<file path="src/rtl/chip8_test_sequencer.sv">
// rtl/chip8_test_sequencer.sv - ROM->RAM program loader, CPU reset sequencer and probe checkpoint checker.
// Optional CHIP8_SEQ_STOP_ON_FAIL_EN: stop at first mismatch and freeze the CPU in reset.
module chip8_test_sequencer #(
  parameter int                ADDR_W       = 12,
  parameter int                DATA_W       = 8,
  parameter logic [ADDR_W-1:0] PROG_BASE    = 'h200,
  parameter int                PROG_LEN     = 64,
  parameter int                RESET_CYCLES = 4,
  parameter int                RUN_CYCLES   = 1024,
  parameter int                NUM_CHECKS   = 4,
  parameter int                PROBE_W      = 8
) (
  input  logic                          CLOCK_50,
  input  logic                          reset,
  input  logic                          start,
  output logic [ADDR_W-1:0]             rom_addr,
  input  logic [DATA_W-1:0]             rom_data,
  output logic [ADDR_W-1:0]             ram_address,
  output logic [DATA_W-1:0]             ram_data,
  output logic                          ram_wren,
  output logic                          cpu_reset_n,
  input  logic [PROBE_W-1:0]            probe,
  output logic [$clog2(NUM_CHECKS):0]   chk_idx,
  input  logic [31:0]                   chk_cycle,
  input  logic [PROBE_W-1:0]            chk_value,
  output logic                          busy,
  output logic                          done,
  output logic                          pass,
  output logic [7:0]                    fail_count
);

  localparam int CW = $clog2(NUM_CHECKS) + 1;

  typedef enum logic [2:0] {S_IDLE, S_LOAD, S_HOLD, S_RUN, S_DONE} state_t;

  state_t        state, state_next;
  logic [31:0]   cnt;
  logic          hit, miss;
  logic          load_last, hold_last, run_last;
  logic [CW-1:0] idx_next;
  logic [31:0]   fail_sum;
  logic [7:0]    fail_next;

  // ROM is synchronous, so its output already lines up with the registered write strobe
  assign ram_data = rom_data;

  assign load_last = (cnt == 32'(PROG_LEN));
  assign hold_last = ((cnt + 32'd1) >= 32'(RESET_CYCLES));
  assign run_last  = (cnt == 32'(RUN_CYCLES - 1));
  assign hit       = (state == S_RUN) && (int'(chk_idx) < NUM_CHECKS) && (cnt == chk_cycle);
  assign miss      = hit && (probe != chk_value);
  assign idx_next  = chk_idx + CW'(hit);

`ifdef CHIP8_SEQ_STOP_ON_FAIL_EN
  always_comb begin
    fail_sum  = 32'(fail_count) + 32'(miss);
    fail_next = (fail_sum > 32'd255) ? 8'hFF : fail_sum[7:0];
  end
`else
  logic [31:0] unreached;
  assign unreached = 32'(NUM_CHECKS) - 32'(idx_next);

  // Checkpoints the run never reached are charged on the way into DONE
  always_comb begin
    fail_sum = 32'(fail_count) + 32'(miss);
    if (state == S_RUN && run_last) fail_sum = fail_sum + unreached;
    fail_next = (fail_sum > 32'd255) ? 8'hFF : fail_sum[7:0];
  end
`endif

  always_comb begin
    state_next = state;
    case (state)
      S_IDLE, S_DONE: if (start) state_next = (PROG_LEN > 0) ? S_LOAD : S_HOLD;
      S_LOAD:         if (load_last) state_next = S_HOLD;
      S_HOLD:         if (hold_last) state_next = S_RUN;
`ifdef CHIP8_SEQ_STOP_ON_FAIL_EN
      S_RUN:          if (run_last || miss) state_next = S_DONE;
`else
      S_RUN:          if (run_last) state_next = S_DONE;
`endif
      default:        state_next = S_IDLE;
    endcase
  end

  always_ff @(posedge CLOCK_50) begin
    if (reset) begin
      state       <= S_IDLE;
      cnt         <= '0;
      rom_addr    <= '0;
      ram_address <= '0;
      ram_wren    <= 1'b0;
      cpu_reset_n <= 1'b0;
      chk_idx     <= '0;
      busy        <= 1'b0;
      done        <= 1'b0;
      pass        <= 1'b0;
      fail_count  <= '0;
    end else begin
      state    <= state_next;
      ram_wren <= 1'b0;
      case (state)
        S_IDLE, S_DONE: begin
          if (start) begin
            cnt         <= '0;
            rom_addr    <= '0;
            chk_idx     <= '0;
            fail_count  <= '0;
            done        <= 1'b0;
            pass        <= 1'b0;
            busy        <= 1'b1;
            cpu_reset_n <= 1'b0;
          end
        end
        S_LOAD: begin
          if (load_last) begin
            cnt <= '0;
          end else begin
            cnt         <= cnt + 32'd1;
            ram_wren    <= 1'b1;
            ram_address <= PROG_BASE + ADDR_W'(cnt);
            if ((cnt + 32'd1) < 32'(PROG_LEN)) rom_addr <= ADDR_W'(cnt + 32'd1);
          end
        end
        S_HOLD: begin
          if (hold_last) begin
            cnt         <= '0;
            cpu_reset_n <= 1'b1;
          end else begin
            cnt <= cnt + 32'd1;
          end
        end
        S_RUN: begin
          cnt        <= cnt + 32'd1;
          chk_idx    <= idx_next;
          fail_count <= fail_next;
          if (state_next == S_DONE) begin
            busy <= 1'b0;
            done <= 1'b1;
            pass <= (fail_next == 8'd0);
`ifdef CHIP8_SEQ_STOP_ON_FAIL_EN
            if (miss) cpu_reset_n <= 1'b0;
`endif
          end
        end
        default: ;
      endcase
    end
  end

endmodule

</file>
<file path="config.mk">
export PLATFORM = sky130hd
export DESIGN_NAME = chip8_test_sequencer
export DESIGN_NICKNAME = d
export VERILOG_FILES = /design/src/rtl/chip8_test_sequencer.sv
export SDC_FILE = /design/constraint.sdc
export NUM_CORES = 1
export LEC_CHECK = 0
export BUFFER_PORTS_ARGS = -buffer_cell sky130_fd_sc_hd__clkbuf_2
export CAP_MARGIN = 5
export CORE_MARGIN = 3
export CORE_UTILIZATION = 58
export CTS_CLUSTER_SIZE = 28
export DETAILED_ROUTE_END_ITERATION = 12
export PLACE_DENSITY = 0.8
export SYNTH_ARGS = -nofsm -noshare
export SYNTH_HDL_FRONTEND = slang
export SYNTH_SLANG_ARGS = --single-unit
</file>
<file path="constraint.sdc">
create_clock -name CLOCK_50 -period 8.9 [get_ports CLOCK_50]
set_clock_uncertainty 0.1 [all_clocks]
set_input_delay 0.89 -clock CLOCK_50 [delete_from_list [all_inputs] [get_ports CLOCK_50]]
set_output_delay 0.89 -clock CLOCK_50 [all_outputs]
set_load 0.01 [all_outputs]
</file>
==> results.txt, run 1 <==
----------------------------------------------------
[Status]
  Result of the run ... finished, final reports clean

[Die]
  Std-Cell Core Area ... 8891 sq um
  Overall die height ... slightly above 100 microns
  Die Span X ... 102.8 microns
  Effective utilization at floorplan ... between 60% and 70%
  Row Count ... 34
  I/O pin total ... 107
  DIE AREA ... 10560 sq um

[Route]
  Detailed Route Iter0 Violations ... 424
  DRC Markers ... 0
  Via density ... 6.461
  Final Routed Wirelength ... 15460 microns
  Detailed-route via count ... roughly 5500
  TritonRoute pass-1 iters ... 5
  Routed wirelength normalized by instance count ... around 18 microns
  Post-route ant nets ... 0

[Placed design]
  Count of port buffers added during placement ... 90
  Post-detail-place hpwl ... 11270 microns
  Cell count after placement ... 833
  Placed standard-cell area ... 5754 sq um
  Final weighted congestion in routability-driven placement ... approximately 0.92
  Pre-CTS setup slack ... slightly above 3000 ps

[GRT]
  Pin count of the biggest net entering global routing ... 58
  Via count of the first global-routing pass ... between 5000 and 6000
  Number of antenna violations at the first check in global routing ... 0
  Global routing usage summed across all routing layers ... 29.41%
  First-pass GRT wire length ... approximately 25000 microns
  Total global routing overflow ... 0

[Cells and area]
  Inserted Diodes ... 0
  Share of the core filled with cells in the final layout ... 67.06%
  Summed area of non-filler cells in the final layout ... around 6000 sq um
  Nets ... 814
  Number of standard cells in the layout, taps in and fillers out ... 849
  Filler cell count in the final layout ... 785
  Register Area ... approximately 1500 sq um
  Layout overhead on the synthesized area ... 9.767%
  Layout cells sized above 1 ... 17.54%
  Area used by multi-input combinational logic ... approximately 3500 sq um

[Clock network]
  Clock buffers created by TritonCTS ... 9
  Clock sink count ... 75
  Root buffer cell ... clkbuf_8
  H-tree depth reported by CTS ... 3
  Setup bufs post-CTS ... 0
  Clock buffer depth ... 2
  CTS resizes ... 0
  Insertion delay to the later sink of the worst-skew pair ... 380 ps
  CTS tree ... done
  Worst-path clk slew ... 90 ps
  CTS Hold Bufs ... 0

[Worst setup path]
  Startpoint types ... primary input
  Worst endpoint data arrival time ... about 5800 ps
  Worst-path fanout max ... 8
  Endpoint kind of the worst setup timing path ... register
  Worst Setup Path Type ... in -> reg
  Data required, critical path ... 9070 ps

[Synthesis]
  Adder and majority cell fraction of the synthesized area ... 4.515%
  Number of synthesized flops with an enable pin ... 0
  Synth top area cells ... dfxtp_1 28%, xor2_1 7.1%, ha_1 4.1%
  Cell count after synthesis ... 691
  Cell type contributing the most total cell area after synthesis ... dfxtp_1
  Multiplexer share of the synthesized area ... roughly 1.9%
  Post-Syn Area per Cell ... 7.860 sq um
  Share of synthesized area occupied by flip-flops and latches ... 27.64%
  Main synth FF type ... dfxtp_1
  Share of Yosys cell area claimed by the top area cell type ... 27.64%
  Most common library cells after synthesis ... 75 x dfxtp_1, 59 x nor2_1, 55 x nand2_1
  Synth Area in Compound Gates ... 19.97%
  Number of distinct standard cells referenced by the synthesized netlist ... 69
  Dominant combinational cell family by area after synthesis ... simple AND/OR/NAND/NOR gates
  Most frequently used cell type in the post-synthesis netlist ... dfxtp_1
  Xor/xnor cell area share of the yosys netlist ... 11.13%
  Proportion of synthesized flip-flops having asynchronous set or reset ... 0%
  Mapped Area ... 5431 sq um
  Basic-gate share of the synthesized area counting and, or, nand and nor cells ... between 20% and 30%
  Syn nets ... 769
  Yosys warning total ... 0
  Number of synthesized register bits ... 75

[Timing]
  Max Clk Rate ... 177.5 MHz
  Fin Setup TNS ... 0 ps
  Least-Margin Pin Slew ... ~1200 ps
  Number of pins with negative max-slew slack in the final report ... 0
  Final critical-path setup slack ... 3267 ps
  Final min period ... 5633 ps
  Max-slew headroom ... a little under a fifth
  Setup repair after global routing missed its margin ... false
  Final worst path period share ... 63.30%
  Worst hold slack after final layout ... 358.8 ps
  Fin. Hold Viols ... 0
  Final setup violation count ... 0

[Power]
  Pleak ... around 2.5 nW
  Overall Power ... 698.1 uW
  Power Dens Cells ... 117.1 nW/um^2
  Peak VDD IR ... 0.08349 mV

[Min path]
  Tightest Hold Check Type ... reg -> reg

[Job]
  Max-capacitance violation count ... 0

----------------------------------------------------
[state kept, by name (all words and copies together) (netlist names)]
name and count:
fail_count 8, ram_wren 1, cpu_reset_n 1, ram_address 12, done 1, rom_addr 12, busy 1, state 3
cnt 32, pass 1, chk_idx 3
[critical path: stages]
cell and delay, ps:
clkbuf_2 90, xor2_1 130, nor4_1 570, nand4_1 230, nor3_1 300, a21boi_0 250, ha_1 250, ha_1 230
nand3_1 120, or2_2 310, xnor2_1 150, ha_1 250, or3_1 330, a311o_1 330, and3_1 180, nor3_1 620
o311ai_0 310, a22o_1 250
[layer usage]
layer  share of wire (%)  GRT usage, %  routed length (microns)  up-vias
met1                  39         36.81                     6103     2547
met3                 8.2         6.428                     1262       60
met5                   0             0                        0        -
li1                    -             -                        -     2609
met4                 3.8         13.84                      582        0
met2                  49         48.26                     7510      269
[kinds of logic (layout without fill, tap and decap cells)]
group                      Yosys count  in the layout
and+or+nand+nor                    281            281
DFF                                 75             75
buffers and inverters               84            134
AOI/OAI and AO/OA                  153            153
xor gates and xnor gates            69             69
muxes                               10             10
adders and majority gates           19             19
[power breakdown]
part	internal, mW	total (mW)	switching [mW]
Clock	0.134	0.282	0.148
Combinational	0.0275	0.0744	0.0468
Sequential	0.338	0.342	0.00352
[cells in the final DEF, fill, tap and decap left out, drive strengths merged, types with 5 or more instances in the layout]
master,n
xnor2,25
clkbuf,99
a31oi,12
o211ai,8
or3,13
a21oi,30
nor2,59
nand2,55
mux2i,9
o21ai,26
nand3,29
or2,5
o311a,6
and2,11
o311ai,7
a21o,5
and3,14
o31ai,12
nor3,24
nor4,25
a22o,14
or4,6
xor2,44
nand4,23
dfxtp,75
inv,26
ha,18
nor4b,6
o21a,5
[final timing paths]
| path | startpoint | end | slack, ps | cells after the start |
|---|---|---|---|---|
| max | chk_cycle[19] | fail_count[3]$_SDFFE_PP0P_ | 3270 | 18 |
| min | ram_address[2]$_SDFFE_PP0P_ | ram_address[2]$_SDFFE_PP0P_ | 360 | 2 |
| max reg2reg | cnt[6]$_SDFFE_PP0P_ | fail_count[3]$_SDFFE_PP0P_ | 3340 | 17 |
| min reg2reg | ram_address[2]$_SDFFE_PP0P_ | ram_address[2]$_SDFFE_PP0P_ | 360 | 2 |
[layout make-up]
type                       instances  share of cell area, %
clock buffer                       9                  2.078
clock inverter                     7                  1.406
inverter                          24                  1.511
multi-input combinational        532                  59.50
sequential                        75                  25.18
tap                              108                  2.267
timing repair buffer              94                  8.059
Power figures use the tool's default switching activity.
==> run 2, diff against run 1 <==
ABC_AREA = 1   (was default)
CORE_UTILIZATION = 52   (was 58)
PLACE_DENSITY = 0.75   (was 0.8)
clock period = 4.8 ns   (was 8.9 ns; I/O delays follow)
==> run 2 against run 1 <==
  * Routed wire length up 4.9%
  * Clock power grew to 2.9 times the previous value
  * Largest cell class unchanged
  * Worst hold slack worse by 38 ps
  * Cell area increased by 14%
  * Highest routed layer unchanged
  * Utilization decreased by 5.4 points
  * Non-clock buffer count increased by 5
==> results.txt, run 2 <==
----------------------------------------------------
[Synthesis]
  Cell count after synthesis ... 923 (+34%)
  Post-Syn Area per Cell ... 6.432 sq um (-18%)
  Proportion of synthesized flip-flops having asynchronous set or reset ... 0% (unchanged)
  Number of synthesized register bits ... 75 (unchanged)
  Syn nets ... 1001 (+30%)
  Number of distinct standard cells referenced by the synthesized netlist ... 41 (-41%)
  Synth top area cells ... dfxtp_1 25%, nand2_1 17%, inv_1 7.2%
  Most common library cells after synthesis ... 263 x nand2_1, 114 x inv_1, 94 x nor2_1
  Main synth FF type ... dfxtp_1
  Mapped Area ... 5937 sq um (+9.3%)
  Share of Yosys cell area claimed by the top area cell type ... 25.29% (-2.4 points)
  Yosys warning total ... 0 (unchanged)
  Number of synthesized flops with an enable pin ... 0 (unchanged)
  Most frequently used cell type in the post-synthesis netlist ... nand2_1
  Share of synthesized area occupied by flip-flops and latches ... 25.29% (-2.4 points)
  Cell type contributing the most total cell area after synthesis ... dfxtp_1

[Timing]
  Setup repair after global routing missed its margin ... false
  Final min period ... 4289 ps
  Final critical-path setup slack ... 510.7 ps (-2756 ps)
  Fin Setup TNS ... 0 ps (unchanged)
  Least-Margin Pin Slew ... 776.6 ps (-438.4 ps)
  Max Clk Rate ... 233.1 MHz
  Worst hold slack after final layout ... 320.7 ps (-38.11 ps)
  Max-slew headroom ... 47.83% (+30 points)
  Fin. Hold Viols ... 0 (unchanged)
  Number of pins with negative max-slew slack in the final report ... 0 (unchanged)
  Final worst path period share ... 89.36%
  Final setup violation count ... 0 (unchanged)

[Worst setup path]
  Worst-path fanout max ... 9 (+1)
  Logic depth of the worst register-to-register path ... 21 (+4)
  Terminus of the critical flop-to-flop path ... pass$_SDFFE_PP0P_
  Endpoint kind of the worst setup timing path ... register
  Critical Path Start ... cnt[17]$_SDFFE_PP0P_
  Worst endpoint data arrival time ... 4460 ps (-1340 ps)
  Data required, critical path ... 4980 ps (-4090 ps)
  Sequence of cells on the critical path ... xor2_1 -> a221oi_1 -> nor4b_1 -> nand4_1 -> nor2_1 -> ha_1 -> ha_1 -> xor2_1 -> o21ai_0 -> inv_1 -> ha_1 -> a21oi_1 -> nand2_1 -> a21oi_1 -> or2_2 -> nand3_1 -> o21ai_0 -> nand3_1 -> nor2_1 -> nand3_1 -> a21oi_1
  Delay of the slowest cell on the worst path ... 360 ps (-260 ps)
  Reg-to-Reg Start ... cnt[17]$_SDFFE_PP0P_
  Critical Path Slowest Stage Cell ... dfxtp_2
  Worst Setup Path Type ... reg -> reg
  Register-to-register setup slack ... 510 ps (-2830 ps)
  Startpoint types ... register

[Die]
  Die Span X ... 112.9 microns (+9.8%)
  DIE AREA ... 12740 sq um (+21%)
  Effective utilization at floorplan ... 54.06% (-7.0 points)
  I/O pin total ... 107 (unchanged)
  Std-Cell Core Area ... 10980 sq um (+24%)
  Row Count ... 38 (+12%)
  Overall die height ... 112.9 microns (+9.8%)

[Power]
  Pleak ... 3.374 nW (+34%)
  Power Dens Cells ... 236.3 nW/um^2 (+100%)
  Peak VDD IR ... 0.2820 mV (+240%)

[Clock network]
  H-tree depth reported by CTS ... 3 (unchanged)
  Clock sink count ... 75 (unchanged)
  CTS Hold Bufs ... 0 (unchanged)
  Insertion delay to the later sink of the worst-skew pair ... 350 ps (-30 ps)
  Worst-path clk slew ... 60 ps (-30 ps)
  CTS tree ... done
  Root buffer cell ... clkbuf_16
  Clock buffer depth ... 2 (unchanged)
  Clock buffers created by TritonCTS ... 9 (unchanged)

[Placed design]
  Count of port buffers added during placement ... 90 (unchanged)
  Placed standard-cell area ... 6397 sq um (+11%)
  Pre-CTS setup slack ... 322.8 ps (-2697 ps)
  Post-detail-place hpwl ... 12740 microns (+13%)
  Final weighted congestion in routability-driven placement ... 1.015 (+10%)

[Min path]
  Min-delay src ... start
  Number of cells traversed by the worst hold path ... 4 (+2)
  Tightest Hold Check Type ... in -> reg
  Endpoint of the worst hold-timing path ... state[2]$_SDFF_PP0_

[Route]
  Detailed-route via count ... 5891 (+7.4%)
  Detailed Route Iter0 Violations ... 467 (+10%)
  DRC Markers ... 0 (unchanged)
  Post-route ant nets ... 0 (unchanged)
  Final Routed Wirelength ... 16220 microns (+4.9%)
  TritonRoute pass-1 iters ... 5 (unchanged)
  Routed wirelength normalized by instance count ... 14.26 microns (-22%)
  Via density ... 5.177 (-20%)

[Cells and area]
  Register with the most flip-flops ... cnt
  Share of the core filled with cells in the final layout ... 61.64% (-5.4 points)
  Summed area of non-filler cells in the final layout ... 6770 sq um (+14%)
  Inserted Diodes ... 0 (unchanged)
  Layout cells sized above 1 ... 21.04% (+3.5 points)
  Commonest non-fill, non-tap cell in the layout ... nand2_1
  Most frequent cells in the layout ... 263 x nand2_1, 113 x inv_1, 94 x nor2_1
  Layout overhead on the synthesized area ... 14.04%
  Largest register FFs ... 32 (unchanged)
  Nets ... 1071 (+32%)
  Top Registers ... cnt (32), ram_address (12), rom_addr (12)

[GRT]
  Pin count of the biggest net entering global routing ... 59 (+1.7%)
  Via count of the first global-routing pass ... 5505 (+6.4%)
  First-pass GRT wire length ... 26810 microns (+9.0%)
  Number of antenna violations at the first check in global routing ... 0 (unchanged)
  Total global routing overflow ... 0 (unchanged)
  Global routing usage summed across all routing layers ... 26.20% (-3.2 points)

[Job]
  Max-capacitance violation count ... 0 (unchanged)

[Status]
  Result of the run ... finished, final reports clean

----------------------------------------------------
## run 2: changes by cell type in the layout (fill, tap and decap cells not counted), moves of 14 or more
cell     previous run  this run
inv_1              23       113
a21oi_2             1        20
a21oi_1            29        45
nor2_1             59        94
nand2_1            55       263
and3_1             14         0
nand3_1            27        56
nor3_1             24         7
nand2_4             0        22
xor2_1             44        20
nor4_1             23         5
## run 2: layout make-up
cell class              instances  area [sq um]
fillers                      1070          4213
flip-flops and latches         75          1504
well taps                     140         175.2
clock inverters                 6         118.9
repair buffers                 99         518.0
inverters                     119         446.7
clock buffers                  10         239.0
multi-input cells             689          3769
## run 2: metal layers
| metal | global-route usage, % | up-vias | wire, microns |
|---|---|---|---|
| li1 | - | 3057 | - |
| met3 | 4.813 | 30 | 1151 |
| met4 | 9.375 | 0 | 414 |
| met1 | 36.70 | 2621 | 7754 |
| met5 | 0 | - | 0 |
| met2 | 40.36 | 183 | 6905 |
## run 2: how the worst max path moves through the flow
stage	end	slack [ps]	cells after the start
after floorplan	fail_count[0]$_SDFFE_PP0P_	830	25
after global placement	pass$_SDFFE_PP0P_	340	22
after detailed placement	pass$_SDFFE_PP0P_	320	22
after CTS	fail_count[4]$_SDFFE_PP0P_	410	22
after global routing	fail_count[7]$_SDFFE_PP0P_	10	26
final	pass$_SDFFE_PP0P_	510	21
## run 2: kinds of logic after synthesis
family / share of synthesized area, %
adder cells (fa/ha/maj): 4.131
buffers and inverters: 11.51
AND/OR/NAND/NOR: 41.22
flip-flops: 25.29
XOR/XNOR: 5.753
AO/OA/AOI/OAI: 12.10
## run 2: worst max-delay path: cells and delay by family (launching register included)
family | cells | cell delay (ps)
fa+ha+maj | 3 | 690
flops | 1 | 360
simple gates | 9 | 1160
buf+inv | 1 | 280
xor+xnor | 2 | 470
compound gates | 6 | 1140
## run 2: repair_timing
item,CTS,global route
endpoints found under the hold margin,0,0
gates resized for setup,0,5
setup buffers,0,0
setup endpoints to repair,0,7
## run 2: metrics by stage
step	power, mW	std cells
finish	1.600	1138
global route	1.658	1138
CTS	1.616	1138
detailed placement	0.8050	1122
global placement	0.8038	1122
floorplan	0.7572	923
## run 2: power by group
part	switching [mW]	leakage [nW]	internal [mW]	total, mW
clock	0.278	0.176	0.529	0.807
combinational	0.0983	2.59	0.0517	0.150
sequential	0.00756	0.608	0.635	0.643
total	0.384	3.37	1.22	1.60
==> run 3, diff against run 2 <==
CORE_UTILIZATION = 58   (was 52)
PLACE_DENSITY = 0.8   (was 0.75)
clock period = 5.1 ns   (was 4.8 ns; I/O delays follow)
==> run 3 against run 2 <==
  * Die area is 9.8% lower
  * Via count is 1.1% higher
  * Largest cell class unchanged
  * Total power is 25% lower
  * Critical path depth is 2 higher
  * Global-route usage is 2.5 points higher
  * Routed wire length is 1.0% lower
  * Cell area is 3.4% lower
==> results.txt, run 3 (same netlist as run 2, synthesis figures left out) <==
----------------------------------------------------
[Route]
  DRC Markers ... 0 (unchanged)
  Final Routed Wirelength ... 16060 microns (-1.0%)
  Detailed-route via count ... 5953 (+1.1%)
  Via density ... 5.287 (+2.1%)
  TritonRoute pass-1 iters ... 5 (unchanged)
  Routed wirelength normalized by instance count ... 14.26 microns (about the same)
  Post-route ant nets ... 0 (unchanged)
  Detailed Route Iter0 Violations ... 460 (-1.5%)

[Clock network]
  Root buffer cell ... clkbuf_8
  Setup bufs post-CTS ... 0 (unchanged)
  Clock buffer depth ... 2 (unchanged)
  CTS tree ... done
  H-tree depth reported by CTS ... 3 (unchanged)
  Worst-path clk slew ... 90 ps (+30 ps)
  CTS Hold Bufs ... 0 (unchanged)
  CTS resizes ... 0 (unchanged)
  Clock buffers created by TritonCTS ... 9 (unchanged)
  Clock sink count ... 75 (unchanged)
  Insertion delay to the later sink of the worst-skew pair ... 370 ps (+20 ps)

[Worst setup path]
  CP bufs+invs ... 3 (+2)
  Top cell by count, worst path ... nand3_1
  Endpoint kind of the worst setup timing path ... register
  Worst endpoint data arrival time ... 4600 ps (+140 ps)
  Critical Path Slowest Stage Cell ... dfxtp_1
  Top cell family by delay on the critical path ... simple AND/OR/NAND/NOR gates
  Worst-path fanout max ... 6 (-3)
  Worst Setup Path Type ... reg -> reg
  Data required, critical path ... 5230 ps (+250 ps)
  Delay of the slowest cell on the worst path ... 460 ps (+100 ps)
  Sequence of cells on the critical path ... inv_1 -> a221oi_1 -> nand2_1 -> nor3_1 -> nand4_1 -> nor3_1 -> ha_1 -> ha_1 -> nand3_1 -> nand3b_1 -> nor3_1 -> inv_1 -> ha_1 -> nor3_1 -> nand3_1 -> nand3_1 -> nand2_1 -> nand3_1 -> nand3_1 -> inv_1 -> nand2_1 -> nand2_1 -> a21oi_1
  Startpoint types ... register

[GRT]
  First-pass GRT wire length ... 26350 microns (-1.7%)
  Number of antenna violations at the first check in global routing ... 0 (unchanged)
  Pin count of the biggest net entering global routing ... 59 (unchanged)
  Global routing usage summed across all routing layers ... 28.70% (+2.5 points)
  Via count of the first global-routing pass ... 5482 (-0.42%)
  Total global routing overflow ... 0 (unchanged)

[Cells and area]
  Top Registers ... cnt (32), ram_address (12), rom_addr (12)
  Largest register FFs ... 32 (unchanged)
  Inserted Diodes ... 0 (unchanged)
  Filler cell count in the final layout ... 940 (-12%)
  Most frequent cells in the layout ... 263 x nand2_1, 114 x inv_1, 94 x nor2_1
  Layout cells sized above 1 ... 20.14% (-0.90 points)
  Commonest non-fill, non-tap cell in the layout ... nand2_1
  Layout overhead on the synthesized area ... 10.20%
  Nets ... 1066 (-0.47%)
  Register with the most flip-flops ... cnt
  Number of standard cells in the layout, taps in and fillers out ... 1126 (-1.1%)

[Timing]
  Fin Setup TNS ... 0 ps (unchanged)
  Worst hold slack after final layout ... 330.7 ps (+9.947 ps)
  Least-Margin Pin Slew ... 775.4 ps (-1.182 ps)
  Final setup violation count ... 0 (unchanged)
  Final min period ... 4468 ps (+178.8 ps)
  Setup repair after global routing missed its margin ... false
  Max-slew headroom ... 47.91% (+0.079 points)
  Number of pins with negative max-slew slack in the final report ... 0 (unchanged)
  Final worst path period share ... 87.61% (-1.8 points)
  Fin. Hold Viols ... 0 (unchanged)
  Max Clk Rate ... 223.8 MHz (-4.0%)

[Placed design]
  Post-detail-place hpwl ... 12420 microns (-2.5%)
  Cell count after placement ... 1110 (-1.1%)
  Final weighted congestion in routability-driven placement ... 0.9573 (-5.7%)
  Count of port buffers added during placement ... 90 (unchanged)

[Die]
  DIE AREA ... 11490 sq um (-9.8%)
  Row Count ... 36 (-5.3%)
  I/O pin total ... 107 (unchanged)
  Effective utilization at floorplan ... 60.19% (+6.1 points)
  Std-Cell Core Area ... 9864 sq um (-10%)
  Die Span X ... 107.2 microns (-5.0%)
  Overall die height ... 107.2 microns (-5.0%)

[Power]
  Power Dens Cells ... 183.0 nW/um^2 (-23%)
  Overall Power ... 1.197 mW (-25%)
  Share of power burned in the clock network ... 37.9% (-13 points)
  Internal Pwr Total ... 844.7 uW (-31%)
  Pleak ... 3.266 nW (-3.2%)
  Share of total power in combinational logic ... 11.6% (+2.2 points)
  Fraction of power spent switching nets ... 29.45% (+5.4 points)
  Switch Pwr ... 352.6 uW (-8.3%)
  Peak VDD IR ... 0.1729 mV (-39%)
  Sequential share of power ... 50.4% (+10 points)

[Status]
  Result of the run ... finished, final reports clean

[Min path]
  Tightest Hold Check Type ... in -> reg

[Job]
  Max-capacitance violation count ... 0 (unchanged)

----------------------------------------------------
[run 3: changes by cell type in the layout (fill, tap and decap cells not counted), sizes merged]
cell	delta
buf	-5
bufinv	-3
clkinv	+1
clkinvlp	+1
inv	+1
[run 3: path summary, 6_finish.rpt]
| kind | from | to | cells past startpoint | slack [ps] |
|---|---|---|---|---|
| setup / recovery | cnt[9]$_SDFFE_PP0P_ | fail_count[3]$_SDFFE_PP0P_ | 23 | 630 |
| setup reg to reg | cnt[9]$_SDFFE_PP0P_ | fail_count[3]$_SDFFE_PP0P_ | 23 | 630 |
| hold / removal | start | state[2]$_SDFF_PP0_ | 4 | 330 |
| hold reg to reg | cpu_reset_n$_SDFFE_PP0P_ | cpu_reset_n$_SDFFE_PP0P_ | 2 | 370 |
[run 3: final cells by class]
class | count | area (sq um) | share of cell area (%)
Clock buffer | 10 | 137.6 | 2.104
Clock inverter | 6 | 53.80 | 0.8223
Inverter | 119 | 446.7 | 6.827
Multi-Input combinational cell | 689 | 3756 | 57.41
Sequential cell | 75 | 1501 | 22.95
Tap cell | 133 | 166.4 | 2.544
Timing Repair Buffer | 94 | 480.5 | 7.344
[run 3: stage by stage]
step	cell area, sq um	setup WS (ps)	util (%)
3_5_place_dp	6351	602.9	64.38
6_report	6543	632.0	66.32
2_1_floorplan	5937	1135	-
4_1_cts	6543	647.9	66.32
3_3_place_gp	6351	668.8	64.38
5_1_grt	6543	58.24	66.32
[run 3: routing by layer]
metal	global-route usage, %	share of wire [%]	up-vias
li1	-	-	3038
met1	40.54	46	2642
met2	44.01	43	236
met3	5.238	8.0	37
met4	9.589	2.7	0
met5	0	0	-
[run 3: worst min-delay path, stage by stage]
cell	delay, ps
clkbuf_2	70
inv_1	40
nand3_1	70
a21oi_1	60
[run 3: power by group through the flow]
stage	registers (mW)	clock network, mW	logic [mW]
floorplan	0.622	0	0.0911
global placement	0.617	0	0.138
detailed placement	0.617	0	0.139
CTS	0.604	0.462	0.140
global route	0.605	0.490	0.154
finish	0.604	0.454	0.139
